==> src/rtl/axi4_lite_pkg.sv <==
// Shared AXI4-Lite response codes and master controller state encodings.
package axi4_lite_pkg;

    localparam logic [1:0] RESP_OKAY   = 2'b00;
    localparam logic [1:0] RESP_EXOKAY = 2'b01;
    localparam logic [1:0] RESP_SLVERR = 2'b10;
    localparam logic [1:0] RESP_DECERR = 2'b11;

    typedef enum logic [2:0] {
        ST_IDLE    = 3'd0,
        ST_WR_REQ  = 3'd1,
        ST_WR_RESP = 3'd2,
        ST_RD_REQ  = 3'd3,
        ST_RD_RESP = 3'd4,
        ST_RESP    = 3'd5
    } state_t;

endpackage

==> src/rtl/axi4_lite_master_ctrl.sv <==
// Single-outstanding AXI4-Lite master: turns one command into a full write or
// read transaction, collects the response and aborts on a per-command timeout.
//
// state    | meaning
// IDLE     | cmd_ready high, waiting for a command
// WR_REQ   | awvalid/wvalid held until each handshake completes
// WR_RESP  | bready high, waiting for bvalid
// RD_REQ   | arvalid held until arready
// RD_RESP  | rready high, waiting for rvalid
// RESP     | one-cycle rsp_valid pulse
module axi4_lite_master_ctrl
    import axi4_lite_pkg::*;
#(
    parameter int unsigned TIMEOUT_CYCLES = 256,
    parameter logic [2:0]  PROT           = 3'b000
) (
    input  logic        aclk,
    input  logic        aresetn,
    input  logic        cmd_valid,
    output logic        cmd_ready,
    input  logic        cmd_write,
    input  logic [31:0] cmd_addr,
    input  logic [31:0] cmd_wdata,
    input  logic [3:0]  cmd_wstrb,
    output logic        rsp_valid,
    output logic [31:0] rsp_rdata,
    output logic [1:0]  rsp_resp,
    output logic [31:0] awaddr,
    output logic [2:0]  awprot,
    output logic        awvalid,
    input  logic        awready,
    output logic [31:0] wdata,
    output logic [3:0]  wstrb,
    output logic        wvalid,
    input  logic        wready,
    input  logic [1:0]  bresp,
    input  logic        bvalid,
    output logic        bready,
    output logic [31:0] araddr,
    output logic [2:0]  arprot,
    output logic        arvalid,
    input  logic        arready,
    input  logic [31:0] rdata,
    input  logic [1:0]  rresp,
    input  logic        rvalid,
    output logic        rready
);

    localparam int TMR_W = (TIMEOUT_CYCLES > 0) ? $clog2(TIMEOUT_CYCLES + 1) : 1;
    localparam logic [TMR_W-1:0] TMR_LOAD =
        (TIMEOUT_CYCLES > 0) ? TMR_W'(TIMEOUT_CYCLES - 1) : '0;

    state_t            state_q, state_d;
    logic [31:0]       addr_q, wdata_q;
    logic [3:0]        wstrb_q;
    logic              aw_done_q, w_done_q;
    logic [TMR_W-1:0]  timer_q;
    logic [31:0]       rsp_rdata_q;
    logic [1:0]        rsp_resp_q;

    logic accept, active, tmo, abort;
    logic aw_hs, w_hs, wr_req_done;

    assign accept      = (state_q == ST_IDLE) && cmd_valid;
    assign active      = (state_q != ST_IDLE) && (state_q != ST_RESP);
    assign aw_hs       = (state_q == ST_WR_REQ) && !aw_done_q && awready;
    assign w_hs        = (state_q == ST_WR_REQ) && !w_done_q && wready;
    assign wr_req_done = (aw_done_q || aw_hs) && (w_done_q || w_hs);

    // Down-counter reaches zero on the last allowed cycle; a handshake that
    // lets the state advance in that cycle wins over the abort.
    assign tmo   = (TIMEOUT_CYCLES != 0) && (timer_q == '0);
    assign abort = tmo && (((state_q == ST_WR_REQ)  && !wr_req_done) ||
                           ((state_q == ST_WR_RESP) && !bvalid)      ||
                           ((state_q == ST_RD_REQ)  && !arready)     ||
                           ((state_q == ST_RD_RESP) && !rvalid));

    always_ff @(posedge aclk or negedge aresetn) begin
        if (!aresetn) state_q <= ST_IDLE;
        else          state_q <= state_d;
    end

    always_comb begin
        state_d = state_q;
        case (state_q)
            ST_IDLE:    if (cmd_valid) state_d = cmd_write ? ST_WR_REQ : ST_RD_REQ;
            ST_WR_REQ:  if (wr_req_done) state_d = ST_WR_RESP;
                        else if (abort)  state_d = ST_RESP;
            ST_WR_RESP: if (bvalid || abort) state_d = ST_RESP;
            ST_RD_REQ:  if (arready)   state_d = ST_RD_RESP;
                        else if (abort) state_d = ST_RESP;
            ST_RD_RESP: if (rvalid || abort) state_d = ST_RESP;
            ST_RESP:    state_d = ST_IDLE;
            default:    state_d = ST_IDLE;
        endcase
    end

    always_comb begin
        cmd_ready = 1'b0;
        awvalid   = 1'b0;
        wvalid    = 1'b0;
        bready    = 1'b0;
        arvalid   = 1'b0;
        rready    = 1'b0;
        rsp_valid = 1'b0;
        rsp_rdata = '0;
        rsp_resp  = RESP_OKAY;
        case (state_q)
            ST_IDLE:    cmd_ready = 1'b1;
            ST_WR_REQ: begin
                awvalid = !aw_done_q;
                wvalid  = !w_done_q;
            end
            ST_WR_RESP: bready  = 1'b1;
            ST_RD_REQ:  arvalid = 1'b1;
            ST_RD_RESP: rready  = 1'b1;
            ST_RESP: begin
                rsp_valid = 1'b1;
                rsp_rdata = rsp_rdata_q;
                rsp_resp  = rsp_resp_q;
            end
            default: ;
        endcase
    end

    assign awaddr = addr_q;
    assign araddr = addr_q;
    assign wdata  = wdata_q;
    assign wstrb  = wstrb_q;
    assign awprot = PROT;
    assign arprot = PROT;

    always_ff @(posedge aclk or negedge aresetn) begin
        if (!aresetn) begin
            addr_q      <= '0;
            wdata_q     <= '0;
            wstrb_q     <= '0;
            aw_done_q   <= 1'b0;
            w_done_q    <= 1'b0;
            timer_q     <= '0;
            rsp_rdata_q <= '0;
            rsp_resp_q  <= RESP_OKAY;
        end else if (accept) begin
            addr_q      <= cmd_addr;
            wdata_q     <= cmd_wdata;
            wstrb_q     <= cmd_wstrb;
            aw_done_q   <= 1'b0;
            w_done_q    <= 1'b0;
            timer_q     <= TMR_LOAD;
            rsp_rdata_q <= '0;
            rsp_resp_q  <= RESP_OKAY;
        end else begin
            if (aw_hs) aw_done_q <= 1'b1;
            if (w_hs)  w_done_q  <= 1'b1;
            if (active && (timer_q != '0)) timer_q <= timer_q - 1'b1;
            if ((state_q == ST_WR_RESP) && bvalid) begin
                rsp_resp_q  <= bresp;
                rsp_rdata_q <= '0;
            end else if ((state_q == ST_RD_RESP) && rvalid) begin
                rsp_resp_q  <= rresp;
                rsp_rdata_q <= rdata;
            end else if (abort) begin
                rsp_resp_q  <= RESP_SLVERR;
                rsp_rdata_q <= '0;
            end
        end
    end

endmodule

==> config.mk <==
export PLATFORM = sky130hd
export DESIGN_NAME = axi4_lite_master_ctrl
export DESIGN_NICKNAME = d
export VERILOG_FILES = /design/src/rtl/axi4_lite_pkg.sv /design/src/rtl/axi4_lite_master_ctrl.sv
export SDC_FILE = /design/constraint.sdc
export NUM_CORES = 1
export LEC_CHECK = 0
export CORE_MARGIN = 10
export CORE_UTILIZATION = 56
export DETAILED_ROUTE_END_ITERATION = 8
export DONT_BUFFER_PORTS = 1
export PLACE_DENSITY = 0.8
export SLEW_MARGIN = 20
export SYNTH_ARGS = -nofsm -noshare
export SYNTH_HDL_FRONTEND = slang
export SYNTH_SLANG_ARGS = --single-unit
==> constraint.sdc <==
create_clock -name aclk -period 2.4 [get_ports aclk]
set_clock_uncertainty 0.2 [all_clocks]
set_input_delay 0.24 -clock aclk [delete_from_list [all_inputs] [get_ports aclk]]
set_output_delay 0.24 -clock aclk [all_outputs]
set_load 0.01 [all_outputs]
## Word level (Yosys, flattened, before mapping)

Cells that the tools add are included.

- $add $sub $neg: 1
- Equality and inequality tests: 9
- Mux-type cells: 31
- Reductions and logical operators: 37

Operators by type and width:

| cell | count |
|---|---|
| $mux W32 | 5 |
| $mux W3 | 6 |
| $mux W9 | 2 |
| $logic_and A1 B1 Y1 | 15 |
| $pmux W3 S5 | 1 |
| $mux W2 | 6 |
| $mux W1 | 11 |
| $logic_not A9 Y1 | 1 |
| $reduce_bool A9 Y1 | 1 |
| $sub A9 B1 Y9 const B | 1 |
| $logic_or A1 B1 Y1 | 7 |
| $eq A3 B2 Y1 const B | 2 |
| $eq A3 B3 Y1 const B | 2 |
| $logic_not A1 Y1 | 6 |
| $reduce_bool A2 Y1 | 3 |
| $ne A2 B1 Y1 const B | 2 |
| $reduce_bool A4 Y1 | 1 |
| $eq A3 B1 Y1 const B | 1 |
| $logic_not A3 Y1 | 1 |
| $ne A3 B3 Y1 const B | 1 |
| $reduce_and A3 Y1 | 1 |
| $reduce_bool A3 Y1 | 1 |
| $ne A2 B2 Y1 const B | 1 |

- Register bits: 116
- Input port bits: 113
- Output and inout port bits: 147
- Logic and storage cells: 87

## Longest topological paths before layout

Gate-level depths: netlist of run 1.

- Word-level depth: 15
- Mapped depth: 7
- Gate-level depth less buffers: 7

## Worst setup path after synthesis of run 1

OpenSTA, ideal clock, no wires.

- Path kind: register -> register
- Start point: register timer_q[0]
- End point: register timer_q[6]
- Library setup time: 0.131 ns
- Arrival: 1.740 ns
- Data required time: 2.069 ns
- Path slack: 0.328 ns
- Stages on the path, launching flop included: 8
- Buffers on the path: 0
- Clock period less this slack: 2.072 ns
- Cells stage by stage: dfrtp_1 -> inv_1 -> ha_1 -> or4b_1 -> o22ai_4 -> nor3_2 -> a211oi_1 -> a31oi_1

- Word-level cells in the longest chain between the ends: 3
- Elaborated cells between the ends (all ways): 6
- Classes of those cells: add/sub (1); mux (2); reduce/logical (3)

Ends and longest elaborated chain:

| what | RTL line | source |
|---|---|---|
| from (decl) | axi4_lite_master_ctrl.sv:57 | `logic [TMR_W-1:0] timer_q;` |
| from (signal assigned) | axi4_lite_master_ctrl.sv:155 | `if (active && (timer_q != '0)) timer_q <= timer_q - 1'b1;` |
| $sub A9 B1 Y9 or $reduce_bool A9 Y1 (tied branches) | axi4_lite_master_ctrl.sv:155 |  |
| $mux W9 or $logic_and A1 B1 Y1 (tied branches) | axi4_lite_master_ctrl.sv:155 |  |
| $mux W9 or $reduce_bool A2 Y1 (tied branches) | - |  |

Parallel ways exist; a longest one is shown, timed or not. The select of a mux whose other input is x is not followed.
A chain may end at the register's enable or synchronous reset.

## Worst setup path after layout of run 1

- Start point: register state_q[0]
- End point: output port rsp_rdata[19]

- Word-level cells in the longest chain between the ends: 2

Ends and longest elaborated chain:

| what | RTL line | source |
|---|---|---|
| from (decl) | axi4_lite_master_ctrl.sv:53 | `state_t state_q, state_d;` |
| from (signal assigned) | axi4_lite_master_ctrl.sv:80 | `else state_q <= state_d;` |
| $eq A3 B3 Y1 | axi4_lite_master_ctrl.sv:108 | `case (state_q)` |
| $mux W32 | axi4_lite_master_ctrl.sv:108 |  |
| to (decl) | axi4_lite_master_ctrl.sv:26 | `output logic [31:0] rsp_rdata,` |

No other way between the ends.

==> impl_metrics.ini, run 1 <==
[detailed_routing]
routedWlPerCell_um = 22.0
drtPass1Iterations = 4
detail-route-antenna-nets = 0
vias = 4215
drtIter0Drc = 349
vias_per_cell = 5.64
routed_wl_mm = 16.4
drc = 0

[yosys]
synth_top_cell_area_share_pct = 56.3
synth-main-ff-cell = dfrtp_1
synth.top_cells.by_area = dfrtp_1 56%, nand2_1 16%, buf_4 5.5%, a22o_1 5.4%, and2_1 4.2%
synth_cell_types = 46
synth_warnings = 0
ys_seq_area_share_pct = 56.3
synth.avg_cell_area_um2 = 9.44
synth_cells = 546
ys_top_cells_by_count = 219 x nand2_1, 116 x dfrtp_1, 38 x buf_4
ys_ff_latch = 116
synth-edff-count = 0
synth_async_sr_flop_share_pct = 100
synth_top_area_cell = dfrtp_1
synth.most_common_cell = nand2_1
syn-cell-area_um2 = 5160

[min_path]
holdCritPathClass = input port to asynchronous set/reset pin

[power_and_ir_drop]
p_comb_share_pct = 26.1
powerDensity_nw_per_um2 = 1270
swShare_pct = 39.9
p_leak_uw = 0.00327
p_seq_share_pct = 46.2
internal_power_uw = 5120
p_switching_uw = 3400
vdd_drop_max_uv = 754
clkPwrFrac_pct = 27.7

[placed_design]
io_buffers = 0
dp_hpwl_mm = 10.0
gp_congestion = 0.882
dp.cells = 602
post-place-ws_ps = 165

[critical_path]
required_ps = 1960
cp_data_arrival_time_ps = 1880
cp-end-kind = output pin
startpoint_type = flop
worst-path-max-fanout = 35
setup.worst_path.class = flop to output pin

[floorplan]
initial_core_util_pct = 58.3
core-area_um2 = 8850
rows = 34
die_area_um2 = 13400
die_h_um = 116
chipWidth_um = 116
io_pins = 260

[sta]
hold_viol_final = 116
period_minus_slack_ps = 2320
final.setup.worst_slack_ps = 78.1
max_slew_margin_pct = 59.2
fmax_ghz = 0.431
tightest_slew_ps = 613
hold_slack_ps = -774
fin_crit_sh_pct = 96.7
slew_viol_final = 0
setup_tns_ps = 0
finalSetupViolations = 0

[job]
maxCapViolCount = 0

[cts]
clockBufferDepth = 2
clock_latency_ps = 510
path_clk_slew_ps = 60
htreeDepth = 4
clock_sinks = 116
cts_tree = yes
cts_buffers = 17
cts_root_buffer = clkbuf_8
cts-hold-fix-buffers = 112

[cells_and_area]
area_growth_syn_to_layout_pct = 29.8
layoutNonFillerInstCount = 748
fill_cells = 544
multi_input_area_um2 = 1820
nets = 739
seqCellArea_um2 = 2910
drive_gt1_share_pct = 9.25

[run_status]
status = finished with violations
violations = hold timing

[global_routing]
grt_max_degree = 117
track_usage_pct = 23.9
grt_pass1_vias = 4447
overflow = 0
antenna_found_initial = 1
grt_pass1_wl_mm = 24.7
-- critical path, stage by stage (launching register included) --
cell	delay (ps)
dfrtp_2	470
buf_4	220
nand2_1	100
nor2_2	150
buf_12	190
and2_1	240
-- registers in the layout, indices dropped and copies added, names as in the netlist --
| name | flops |
|---|---|
| araddr | 32 |
| aw_done_q | 1 |
| rsp_rdata_q | 32 |
| rsp_resp_q | 2 |
| state_q | 3 |
| timer_q | 9 |
| w_done_q | 1 |
| wdata | 32 |
| wstrb | 4 |
-- layout make-up --
cell class                 instances  area share (%)
antenna                            2          0.0748
clock buffer                      19            6.60
clock inverter                    13            1.85
inverter                           9           0.505
multi-input combinational        358            27.2
sequential                       116            43.4
tap                              108            2.02
timing repair buffer             123            18.4
-- layout by cell type, fill, tap and decap left out, types with 3 or more instances in the layout --
| cell type | instances |
|---|---|
| clkbuf_16 | 16 |
| a31oi_1 | 4 |
| or3_1 | 3 |
| inv_1 | 9 |
| and2_2 | 3 |
| dfrtp_1 | 114 |
| dlygate4sd3_1 | 112 |
| nor3_1 | 3 |
| conb_1 | 6 |
| clkinvlp_4 | 6 |
| a22o_1 | 32 |
| buf_4 | 9 |
| and2_1 | 30 |
| a211oi_1 | 3 |
| nor2_1 | 10 |
| a21oi_1 | 4 |
| inv_6 | 3 |
| nand2_1 | 218 |
| xnor2_1 | 4 |
| clkbuf_8 | 3 |
| nor2_2 | 3 |
-- what timing repair did --
item | in CTS | in global routing
endpoints found under the setup margin | 34 | 35
gates cloned | 0 | 0
buffers inserted | 0 | 0
gates resized for setup | 2 | 8
hold endpoints to repair | 232 | 116
pin swaps | 0 | 0
-- per-stage QoR --
stage	power (uW)	utilization (%)	instance area, um2
after floorplan	5600	-	5170
after global placement	5740	56.3	4980
after detailed placement	5890	56.3	4980
after CTS	8440	75.3	6670
after global routing	9040	75.6	6690
final	8530	75.7	6690
-- power by group through the flow --
stage                     clock (uW)  combinational [uW]  sequential [uW]
after global routing            2490                2490             4060
after global placement             0                1840             3900
after CTS                       2400                2130             3910
after floorplan                    0                2130             3480
after detailed placement           0                1980             3910
final                           2360                2230             3940
-- logic make-up after synthesis --
logic type,count (synthesis),synth area share (%)
DFF,116,56.3
AOI/OAI and AO/OA,60,9.63
and+or+nand+nor,285,23.6
adders and majority gates,1,0.243
muxes,1,0.218
other,1,0.0727
xor gates and xnor gates,5,0.849
buffers and inverters,77,9.12
-- per-layer routing --
| layer | GRT usage, % | routed length (um) |
|---|---|---|
| met5 | 0 | 0 |
| met4 | 9.17 | 382 |
| met3 | 10.5 | 1730 |
| met2 | 42.4 | 8610 |
| met1 | 24.2 | 5690 |
-- path summary, 6_finish.rpt --
path / startpoint / to / slack [ps] / depth (start not counted)
setup reg to reg: state_q[1] / rsp_resp_q[1] / 140 / 6
hold / removal: aresetn / wdata[6] / -770 / 0
setup / recovery: state_q[0] / rsp_rdata[19] / 80 / 5
min in group aclk: bvalid / state_q[0] / 150 / 4
hold reg to reg: rsp_rdata_q[12] / rsp_rdata_q[12] / 300 / 1
max in group asynchronous: aresetn / state_q[2] / 2610 / 0
Power figures use the tool's default switching activity.
==> inputs of run 2 (changes only) <==
--- a/config.mk
+++ b/config.mk
@@ -6,10 +6,10 @@
 export NUM_CORES = 1
 export LEC_CHECK = 0
 export CORE_MARGIN = 10
-export CORE_UTILIZATION = 56
+export CORE_UTILIZATION = 35
 export DETAILED_ROUTE_END_ITERATION = 8
 export DONT_BUFFER_PORTS = 1
-export PLACE_DENSITY = 0.8
+export PLACE_DENSITY = 0.58
 export SLEW_MARGIN = 20
 export SYNTH_ARGS = -nofsm -noshare
 export SYNTH_HDL_FRONTEND = slang
==> run 2 against run 1 <==
The run still ends with hold timing left. Hold slack better by 100 ps. Sequential share of layout area is 0.87 points lower. Register-to-register slack worse by 20 ps. Count of clock-buffer cells in the layout grew 2.
==> impl_metrics.ini, run 2 (synthesis gave the netlist of run 1 again) <==
[cts]
cts_buffers = 17
cts_tree = yes
cts-hold-fix-buffers = 111
clock_sinks = 116
path_clk_slew_ps = 60
cts_root_buffer = clkbuf_16
clock_latency_ps = 410
htreeDepth = 4
clockBufferDepth = 2

[cells_and_area]
post-route-util_pct = 47.1
nets = 747
seqCellArea_um2 = 2900
drive_gt1_share_pct = 9.13
area_growth_syn_to_layout_pct = 32.4
layout_commonest_cell = nand2_1
layout_common_cells = 218 x nand2_1, 116 x dfrtp_1, 111 x dlygate4sd3_1, 34 x and2_1, 32 x a22o_1
multi_input_area_um2 = 1820
fill_cells = 1278
layoutNonFillerInstCount = 832

[critical_path]
required_ps = 2490
path_delay_family = simple AND/OR/NAND/NOR gates
startpoint_type = flop
path_buf_inv = 2
cp_data_arrival_time_ps = 2370
setup.worst_path.class = flop to flop
cpPeakStageDelay_ps = 570
cp-end-kind = flop
worst-path-max-fanout = 15
cp_slowest_cell = or4b_1
path_cells = inv_1, ha_1, or4b_1, nor2_4, a21oi_4, buf_12, a22o_1

[global_routing]
grt_pass1_vias = 4372
overflow = 0
antenna_found_initial = 1
grt_max_degree = 117
track_usage_pct = 14.6
grt_pass1_wl_mm = 23.4

[floorplan]
io_pins = 260
die_h_um = 141
rows = 44
die_area_um2 = 20000
core-area_um2 = 14500
chipWidth_um = 141
initial_core_util_pct = 35.6

[sta]
grt_setup_unrepaired = no
hold_slack_ps = -672
fin_crit_sh_pct = 95.1
slew_viol_final = 0
setup_tns_ps = 0
hold_viol_final = 116
period_minus_slack_ps = 2280
finalSetupViolations = 0
fmax_ghz = 0.438

[min_path]
holdCritPathClass = input port to asynchronous set/reset pin

[run_status]
status = finished with violations
violations = hold timing

[power_and_ir_drop]
vdd_drop_max_uv = 587
powerDensity_nw_per_um2 = 1240
p_leak_uw = 0.00331

[detailed_routing]
vias_per_cell = 4.89
routed_wl_mm = 15.0
drtIter0Drc = 211
vias = 4069
routedWlPerCell_um = 18.0
detail-route-antenna-nets = 0
drtPass1Iterations = 5
drc = 0

[placed_design]
dp_hpwl_mm = 10.2
io_buffers = 0
gp_congestion = 0.755
dp.cells = 684

[job]
maxCapViolCount = 0
run 2: changes by cell type in the layout (fill, tap and decap cells not counted), sizes merged:
cell         delta
inv             -3
clkbuf          +2
clkinv          +4
clkinvlp        -3
dlygate4sd3     -1
buf             +9
run 2: path summary, 6_finish.rpt:
kind	from	to	slack, ps	depth (start not counted)
max	timer_q[0]	rsp_rdata_q[29]	120	7
min in group aclk	cmd_valid	timer_q[4]	40	3
min reg2reg	timer_q[6]	timer_q[6]	290	1
max reg2reg	timer_q[0]	rsp_rdata_q[29]	120	7
min	aresetn	rsp_rdata_q[2]	-670	0
max in group asynchronous	aresetn	araddr[18]	2540	0
run 2: area by class of cell:
class                   count  area share [%]
well taps                 184            3.37
clock buffers              21            6.60
repair buffers            131            18.7
diodes                      2          0.0733
inverters                   9           0.495
flip-flops and latches    116            42.5
multi-input cells         358            26.7
clock inverters            11            1.56
run 2: timing repair:
action                     in CTS  in global routing
setup buffers                   0                  3
hold endpoints to repair      223                116
setup endpoints to repair       0                 23
resized for setup               0                  2
run 2: routing by layer:
metal	share of wire [%]	up-vias	global-route usage [%]
met4	3.1	0	7.91
li1	-	1893	-
met5	0	-	0
met3	9.5	33	6.74
met2	51	206	24.3
met1	37	1937	14.9
run 2: report_power, final:
group / leakage (uW) / internal (uW) / switching [uW] / total (uW)
Sequential: 0.00147 / 2770 / 1100 / 3870
Clock: 0.000263 / 1450 / 878 / 2330
Combinational: 0.00159 / 1010 / 1280 / 2290
run 2: metrics by stage:
step | power (uW) | cell area (um2) | hold WS [ps] | setup WS (ps)
after global placement | 5840 | 5120 | -252 | 103
after global routing | 9140 | 6820 | -702 | 17.2
after CTS | 8520 | 6790 | -695 | 35.6
after detailed placement | 5960 | 5120 | -251 | 42.1
after floorplan | 5600 | 5170 | -256 | 328
final | 8490 | 6830 | -672 | 117
